File: src/rtl/div_pkg.sv
// Shared definitions for the sequential restoring divider: FSM encoding and counter width.
package div_pkg;

    typedef enum logic [1:0] {
        IDLE = 2'd0,
        BUSY = 2'd1,
        DONE = 2'd2
    } state_e;

    localparam int MAX_WIDTH = 32;
    // Sized for the widest legal operand so one counter type serves every WIDTH.
    localparam int CW = $clog2(MAX_WIDTH);

endpackage

File: src/rtl/cla_subtractor.sv
// WIDTH-bit subtractor a - b, computed as a + ~b + 1 through chained 8-bit carry-lookahead slices.
module cla_subtractor #(
    parameter int WIDTH = 32
) (
    input  logic [WIDTH-1:0] a,
    input  logic [WIDTH-1:0] b,
    output logic [WIDTH-1:0] diff,
    output logic             no_borrow
);

    localparam int SLICES = WIDTH / 8;

    logic [WIDTH-1:0] b_n;
    assign b_n = ~b;

    for (genvar s = 0; s < SLICES; s++) begin : g_slice
        logic       cin;
        logic       cout;
        logic [7:0] g;
        logic [7:0] p;
        logic [8:0] cc;

        if (s == 0) begin : g_first
            assign cin = 1'b1;
        end else begin : g_chain
            assign cin = g_slice[s-1].cout;
        end

        // Each carry is a flat group-generate/propagate term of the slice inputs plus cin.
        always_comb begin
            logic gg;
            logic pp;
            g     = a[s*8 +: 8] & b_n[s*8 +: 8];
            p     = a[s*8 +: 8] ^ b_n[s*8 +: 8];
            cc    = '0;
            cc[0] = cin;
            for (int i = 0; i < 8; i++) begin
                gg = 1'b0;
                pp = 1'b1;
                for (int j = 0; j <= i; j++) begin
                    gg = g[j] | (p[j] & gg);
                    pp = pp & p[j];
                end
                cc[i+1] = gg | (pp & cin);
            end
        end

        assign diff[s*8 +: 8] = p ^ cc[7:0];
        assign cout           = cc[8];
    end

    assign no_borrow = g_slice[SLICES-1].cout;

endmodule

File: src/rtl/seq_restoring_divider.sv
// Multi-cycle unsigned restoring divider: one quotient bit per cycle, valid/ready on both sides.
module seq_restoring_divider
    import div_pkg::*;
#(
    parameter int WIDTH = 32
) (
    input  logic             clk,
    input  logic             rst_n,
    input  logic             in_valid,
    output logic             in_ready,
    input  logic [WIDTH-1:0] dividend,
    input  logic [WIDTH-1:0] divisor,
    output logic             out_valid,
    input  logic             out_ready,
    output logic [WIDTH-1:0] quotient,
    output logic [WIDTH-1:0] remainder,
    output logic             div_by_zero
);

    localparam logic [CW-1:0] LAST = CW'(WIDTH - 1);

    state_e          state_q, state_d;
    logic [CW-1:0]   count_q, count_d;
    logic            out_valid_q, out_valid_d;
    logic            dbz_q, dbz_d;
    logic [WIDTH-1:0] quot_q, quot_d;
    logic [WIDTH-1:0] rem_q, rem_d;

    // The partial remainder's top bit is always 0 after an iteration, so only WIDTH bits are kept.
    logic [WIDTH-1:0] q_q, q_d;
    logic [WIDTH-1:0] r_q, r_d;
    logic [WIDTH-1:0] d_q, d_d;

    logic [WIDTH:0]   rs;
    logic [WIDTH-1:0] diff;
    logic             no_borrow;
    logic             take;

    assign rs   = {r_q, q_q[WIDTH-1]};
    assign take = rs[WIDTH] | no_borrow;

    cla_subtractor #(.WIDTH(WIDTH)) u_sub (
        .a         (rs[WIDTH-1:0]),
        .b         (d_q),
        .diff      (diff),
        .no_borrow (no_borrow)
    );

    always_comb begin
        state_d     = state_q;
        count_d     = count_q;
        out_valid_d = out_valid_q;
        dbz_d       = dbz_q;
        quot_d      = quot_q;
        rem_d       = rem_q;
        q_d         = q_q;
        r_d         = r_q;
        d_d         = d_q;
        case (state_q)
            IDLE: begin
                if (in_valid) begin
                    d_d     = divisor;
                    q_d     = dividend;
                    r_d     = '0;
                    count_d = '0;
                    if (divisor == '0) begin
                        state_d     = DONE;
                        out_valid_d = 1'b1;
                        quot_d      = '1;
                        rem_d       = dividend;
                        dbz_d       = 1'b1;
                    end else begin
                        state_d = BUSY;
                        dbz_d   = 1'b0;
                    end
                end
            end
            BUSY: begin
                // Rs[WIDTH]=1 means Rs already exceeds any D, so the truncated diff is exact.
                r_d     = take ? diff : rs[WIDTH-1:0];
                q_d     = {q_q[WIDTH-2:0], take};
                count_d = count_q + 1'b1;
                if (count_q == LAST) begin
                    state_d     = DONE;
                    out_valid_d = 1'b1;
                    quot_d      = q_d;
                    rem_d       = r_d;
                end
            end
            DONE: begin
                if (out_ready) begin
                    state_d     = IDLE;
                    out_valid_d = 1'b0;
                end
            end
            default: begin
                state_d     = IDLE;
                out_valid_d = 1'b0;
            end
        endcase
    end

    always_ff @(posedge clk or negedge rst_n) begin
        if (!rst_n) begin
            state_q     <= IDLE;
            count_q     <= '0;
            out_valid_q <= 1'b0;
            dbz_q       <= 1'b0;
            quot_q      <= '0;
            rem_q       <= '0;
        end else begin
            state_q     <= state_d;
            count_q     <= count_d;
            out_valid_q <= out_valid_d;
            dbz_q       <= dbz_d;
            quot_q      <= quot_d;
            rem_q       <= rem_d;
        end
    end

    // Working registers are always reloaded at accept, so they carry no reset.
    always_ff @(posedge clk) begin
        q_q <= q_d;
        r_q <= r_d;
        d_q <= d_d;
    end

    assign in_ready    = (state_q == IDLE);
    assign out_valid   = out_valid_q;
    assign quotient    = quot_q;
    assign remainder   = rem_q;
    assign div_by_zero = dbz_q;

endmodule

File: config.mk
export PLATFORM = sky130hd
export DESIGN_NAME = seq_restoring_divider
export DESIGN_NICKNAME = d
export VERILOG_FILES = /design/src/rtl/div_pkg.sv /design/src/rtl/cla_subtractor.sv /design/src/rtl/seq_restoring_divider.sv
export SDC_FILE = /design/constraint.sdc
export NUM_CORES = 1
export LEC_CHECK = 0
export ABC_AREA = 1
export CAP_MARGIN = 20
export CORE_ASPECT_RATIO = 0.7
export CORE_MARGIN = 2
export CORE_UTILIZATION = 23
export DETAILED_ROUTE_END_ITERATION = 8
export HOLD_SLACK_MARGIN = 0.15
export PLACE_DENSITY_LB_ADDON = 0.1
export SLEW_MARGIN = 20
export SYNTH_ARGS = -nofsm -noshare
export SYNTH_HDL_FRONTEND = slang
export SYNTH_SLANG_ARGS = --single-unit
File: constraint.sdc
create_clock -name clk -period 4.7 [get_ports clk]
set_input_delay 1.175 -clock clk [delete_from_list [all_inputs] [get_ports clk]]
set_output_delay 1.175 -clock clk [all_outputs]
set_load 0.02 [all_outputs]
### Yosys cells after proc, flatten, opt, wreduce, memory -nomap -nowiden

Cells that the tools add are included.

| cells by class | value |
|---|---|
| add/sub/neg operators | 1 |
| eq/ne operators | 7 |
| muxes and demuxes | 26 |
| bitwise operators | 154 |
| reduce and logical (&&, ||, !) cells | 8 |

Operators by type and width:

| operator | count |
|---|---|
| 32-bit two-way mux | 9 |
| 32-bit one-hot mux with 2 select lines | 4 |
| 1-bit bitwise AND | 80 |
| 8-bit XOR | 8 |
| 1-bit OR | 61 |
| 8-bit bitwise AND | 4 |
| 32-bit logical NOT | 1 |
| 32-bit inverter | 1 |
| 5-bit one-hot mux with 2 select lines | 1 |
| 2-bit two-way mux | 4 |
| 4-bit AND reduction | 2 |
| 2-bit != test (second input constant) | 3 |
| 2-bit one-hot mux with 3 select lines | 1 |
| 5-bit by 1-bit adder with 5-bit output (second input constant) | 1 |
| 5-bit equality test (second input constant) | 1 |
| 1-bit two-way mux | 5 |
| 5-bit two-way mux | 1 |
| 2-bit AND reduction | 2 |
| 1-bit one-hot mux with 3 select lines | 1 |
| 3-bit AND reduction | 1 |
| 2-bit by 1-bit equality test with 1-bit output (second input constant) | 1 |
| 2-bit equality test (second input constant) | 1 |
| 2-bit logical NOT | 1 |
| 2-bit by 1-bit != test with 1-bit output (second input constant) | 1 |
| 2-bit nonzero test | 1 |

| word-level totals | value |
|---|---|
| register bits after elaboration | 169 |
| bits of input ports | 68 |
| output and inout port bits | 67 |
| word-level logic and storage cells | 205 |

### Longest topological paths before layout

| logic depth | value |
|---|---|
| depth in word-level cells | 27 |
| gate-level depth with buffers | 28 |
| mapped depth without buffers | 28 |

### Modules after synthesis

A second synthesis with hierarchy kept.

| unflattened totals | value |
|---|---|
| cell total of the unflattened synthesis | 985 |
| area, all modules | 8812.2 µm² |

Modules (own cells, without submodules):

| module | instances | cells each | area each (µm²) | sequential area each (µm²) |
|---|---|---|---|---|
| seq_restoring_divider | 1 | 734 | 7283.2 | 4709.5 |
| cla_subtractor | 1 | 251 | 1529.0 | 0.0 |

### Worst setup path after synthesis

OpenSTA, ideal clock, no wires.

| path | value |
|---|---|
| kind | input to register |
| from | input in_valid |
| to | register q_q[0], enable pin |
| setup time | 0.419 ns |
| data arrival time | 4.276 ns |
| slack | 0.005 ns |
| cell stages on the path | 4 |
| cells stage by stage | inv_1 nor2_1 nor2_1 inv_1 |

| on the way | value |
|---|---|
| cells in the longest elaborated chain, start to end | 2 |

Ends and longest elaborated chain:

| element | RTL line | source |
|---|---|---|
| start: declaration | seq_restoring_divider.sv:9 | `input logic in_valid,` |
| 2-bit != test (no line) | n/a |  |
| 2-bit AND reduction (no line) | n/a |  |
| end signal: assignment | seq_restoring_divider.sv:123 | `q_q <= q_d;` |
| end: declaration | seq_restoring_divider.sv:30 | `logic [WIDTH-1:0] q_q, q_d;` |

No other way between the ends.
A chain may end at the register's enable or synchronous reset.

### Worst setup path in the final report

| path | value |
|---|---|
| from | input divisor[17] |
| to | register rem_q[12], in the netlist remainder[12] |

| on the way | value |
|---|---|
| cells in the longest elaborated chain, start to end | 3 |

Ends and longest elaborated chain:

| element | RTL line | source |
|---|---|---|
| start: declaration | seq_restoring_divider.sv:12 | `input logic [WIDTH-1:0] divisor,` |
| 32-bit logical NOT | seq_restoring_divider.sv:66 | `if (divisor == '0) begin` |
| 2-bit by 1-bit != test with 1-bit output (no line) | n/a |  |
| 4-bit AND reduction (no line) | n/a |  |
| end signal: assignment | seq_restoring_divider.sv:117 | `rem_q <= rem_d;` |
| end: declaration | seq_restoring_divider.sv:27 | `logic [WIDTH-1:0] rem_q, rem_d;` |

No other way between the ends.

==> summary.md <==
| Metric | Value |
|---|---|
| Status | `complete, no violations` |
| Worst Hold End | `quotient[9]` |
| Total Die Area | `39500 sq um` |
| Post-synth EDFFs | `96` |
| Mux cell area share after synthesis | `0.258%` |
| Total grt overflow | `0` |
| RSZ-0062 raised after global routing | `false` |
| Clock latency at the later pin of the worst-skew pair | `0.45 ns` |
| DRT Pass-1 Iters | `4` |
| Die width | `237 um` |
| Clk sinks | `169` |
| Worst-Margin Slew | `0.994 ns` |
| GPL Wtd Cong | `0.752` |
| Peak supply drop | `0.287 mV` |
| DRC | `0` |
| Area post-placement | `10600 sq um` |
| IO Count | `135` |
| Crit. End Element | `flop` |
| Compound-gate portion of the synthesized area | `9.57%` |
| Unique masters post-synth | `35` |
| Critical R2R Launch | `r_q[0]` |
| Synth Area in Adders | `5.71%` |
| NumNets Final | `1184` |
| GRT Overall Usage | `14.3%` |
| Seq/Total Area, Yosys | `54.0%` |
| Ant. Diodes | `0` |
| Hold/Removal Path Class | `flop to flop` |
| Hold depth | `2` |
| Effective utilization at floorplan | `23.4%` |
| Setup CP Type | `primary input to flop` |
| Post-route cell area | `11200 sq um` |
| Yosys warnings | `0` |
| Vias in the first global route | `6538` |
| Cell type with the largest total area after synthesis | `edfxtp_1` |
| Final Max Slew Viols | `0` |
| Yosys reg bits | `169` |
| Reg-to-reg slack, setup | `0.99 ns` |
| Hpwl dp | `19.9 mm` |
| Post-route ant nets | `0` |
| Post-CTS Setup Bufs | `0` |
| Area fraction of the dominant cell type after synthesis | `33.1%` |
| Final setup viols | `0` |
| Util after Layout | `30.1%` |
| Maximum number of pins on one net before global-route repair | `99` |
| DR WL/cell | `17.4 um` |
| Synth Instances | `949` |
| Final Non-Filler Cells | `1579` |
| P&R area growth vs syn | `28.8%` |
| Final Hold Viols | `0` |
| FMAX | `262 MHz` |
| Fin Setup TNS | `0 ns` |
| Initial antenna violation count | `0` |
| Synthesized cell area | `8720 sq um` |
| Die height | `167 um` |
| Core Box Area | `37300 sq um` |
| Fillers | `3909` |
| Mapped Nets | `1055` |
| Final min period | `3.82 ns` |
| Top FF cell, synth | `edfxtp_1` |
| Post-CTS Resized | `0` |
| Hold_ws | `0.509 ns` |
| Area of the multi-input gates | `3180 sq um` |
| Reg2reg end | `remainder[1]` |
| Layout cell share with drive strength beyond 1 | `9.26%` |
| Largest family of logic cells by synthesized area | `simple AND/OR/NAND/NOR gates` |
| Detailed-route via count | `6636` |
| Maximum buffer depth of the clock tree | `2` |
| Cts hold-fix bufs | `0` |
| First-pass GRT wire length | `41.9 mm` |
| H-tree depth | `4` |
| Crit-path max FO | `25` |
| Clock-pin slew on the worst setup and hold paths | `0.07 ns` |
| Slew Limit Headroom | `33.7%` |
| Ys async rst share | `43.2%` |
| Synth Area in XOR/XNOR | `2.31%` |
| Crit start category | `primary input` |
| Placed Cells | `1546` |
| Syn Area/Cell | `9.19 sq um` |
| CTS root buf | `clkbuf_16` |
| Worst hold start | `q_q[8]` |
| Final period util | `81.2%` |
| Simple-Gate Fraction of Synth Area | `18.4%` |
| Total wire length | `27.5 mm` |
| Lkg Pwr | `5.11 nW` |
| Clock Skew | `0.0170 ns` |
| Max-cap violations | `0` |
| TritonCTS Buffers | `17` |
| # rows | `59` |
| Req. time, crit path | `5.04 ns` |
| CTS tree | `built` |
| 1st-iter DRT viols | `411` |
| Ranking of synthesized cells by area | `edfxtp_1 33%, dfrtp_1 21%, nand2_1 8.1%` |
| Arr. time, crit path | `4.16 ns` |
| Vias per cell | `4.20` |
| Reg area | `4710 sq um` |
| Power density over the cells | `705 nW/um^2` |
| R2R cell count | `26` |
| Port bufs | `134` |
stage by stage:
step / setup WS [ns] / power [mW]
CTS: 0.772 / 8.05
finish: 0.882 / 7.91
detailed placement: 0.299 / 6.56
global placement: 0.360 / 6.57
global route: 0.569 / 8.61
floorplan: 0.00543 / 5.25
flip-flops by register name, indices dropped and copies added (netlist names):
name	count
state_q	2
out_valid	1
count_q	5
q_q	32
r_q	32
div_by_zero	1
remainder	32
d_q	32
quotient	32
routing by layer:
metal | wire length [um] | part of all wire (%) | up-vias | track usage (%)
met1 | 15000 | 55 | 3140 | 22.0
met2 | 11400 | 41 | 116 | 20.3
met4 | 187 | 0.68 | 0 | 3.05
li1 | - | - | 3371 | -
met3 | 888 | 3.2 | 9 | 3.13
met5 | 0 | 0 | - | 0
cell usage in the layout (no fill, tap or decap), types with 35 or more instances in the layout:
cell type        count
nand2_1            187
inv_1              175
clkdlybuf4s50_1    133
a21oi_1            109
edfxtp_1            96
dfrtp_1             73
nand3_1             47
nand2_2             37
o21ai_0             35
ha_1                35
power by group:
group	internal, mW	switching [mW]
sequential	2.32	0.315
combinational	1.32	2.52
clock	0.814	0.628
how the worst max path moves through the flow:
stage	from	endpoint	slack, ns	cells past startpoint
after floorplan	in_valid	q_q[0]	0.005	4
after CTS	divisor[17]	remainder[11]	0.77	12
after detailed placement	divisor[17]	remainder[11]	0.30	12
after global placement	divisor[17]	remainder[11]	0.36	12
after global routing	divisor[17]	remainder[15]	0.57	12
final	divisor[17]	remainder[12]	0.88	12
layout make-up:
cell class	instances	area share (%)
Clock buffer	22	4.13
Clock inverter	10	1.04
Inverter	179	5.98
Multi-Input combinational cell	562	28.4
Sequential cell	169	41.9
Tap cell	488	5.44
Timing Repair Buffer	149	13.1
Yosys cell counts (4+ instances only):
cell type / number
buf_2: 6
edfxtp_1: 96
nand2_2: 36
nand3_1: 47
o21bai_1: 4
xor2_1: 15
xnor2_1: 8
nand4_1: 34
o21ai_0: 35
inv_1: 176
a21oi_1: 109
dfrtp_1: 73
buf_1: 7
clkbuf_1: 23
nand2_4: 5
nand2_1: 188
nor2_1: 17
ha_1: 35
nor4_1: 8
cell families after synthesis:
family,after synthesis
simple gates,341
buf+inv,218
flops,169
compound gates,158
fa+ha+maj,38
xor+xnor,23
mux,2
critical path: stages:
cell and delay, ns:
clkdlybuf4s50_1 0.42, nor4_1 0.84, nand4_1 0.16, nor2_1 0.29, nor2_1 0.10, nor2_2 0.13
nand2_2 0.32, buf_4 0.35, a21oi_1 0.16, nand3_1 0.10, nand2_1 0.07, inv_1 0.03
Note: power is estimated with default switching activity, not from simulation.
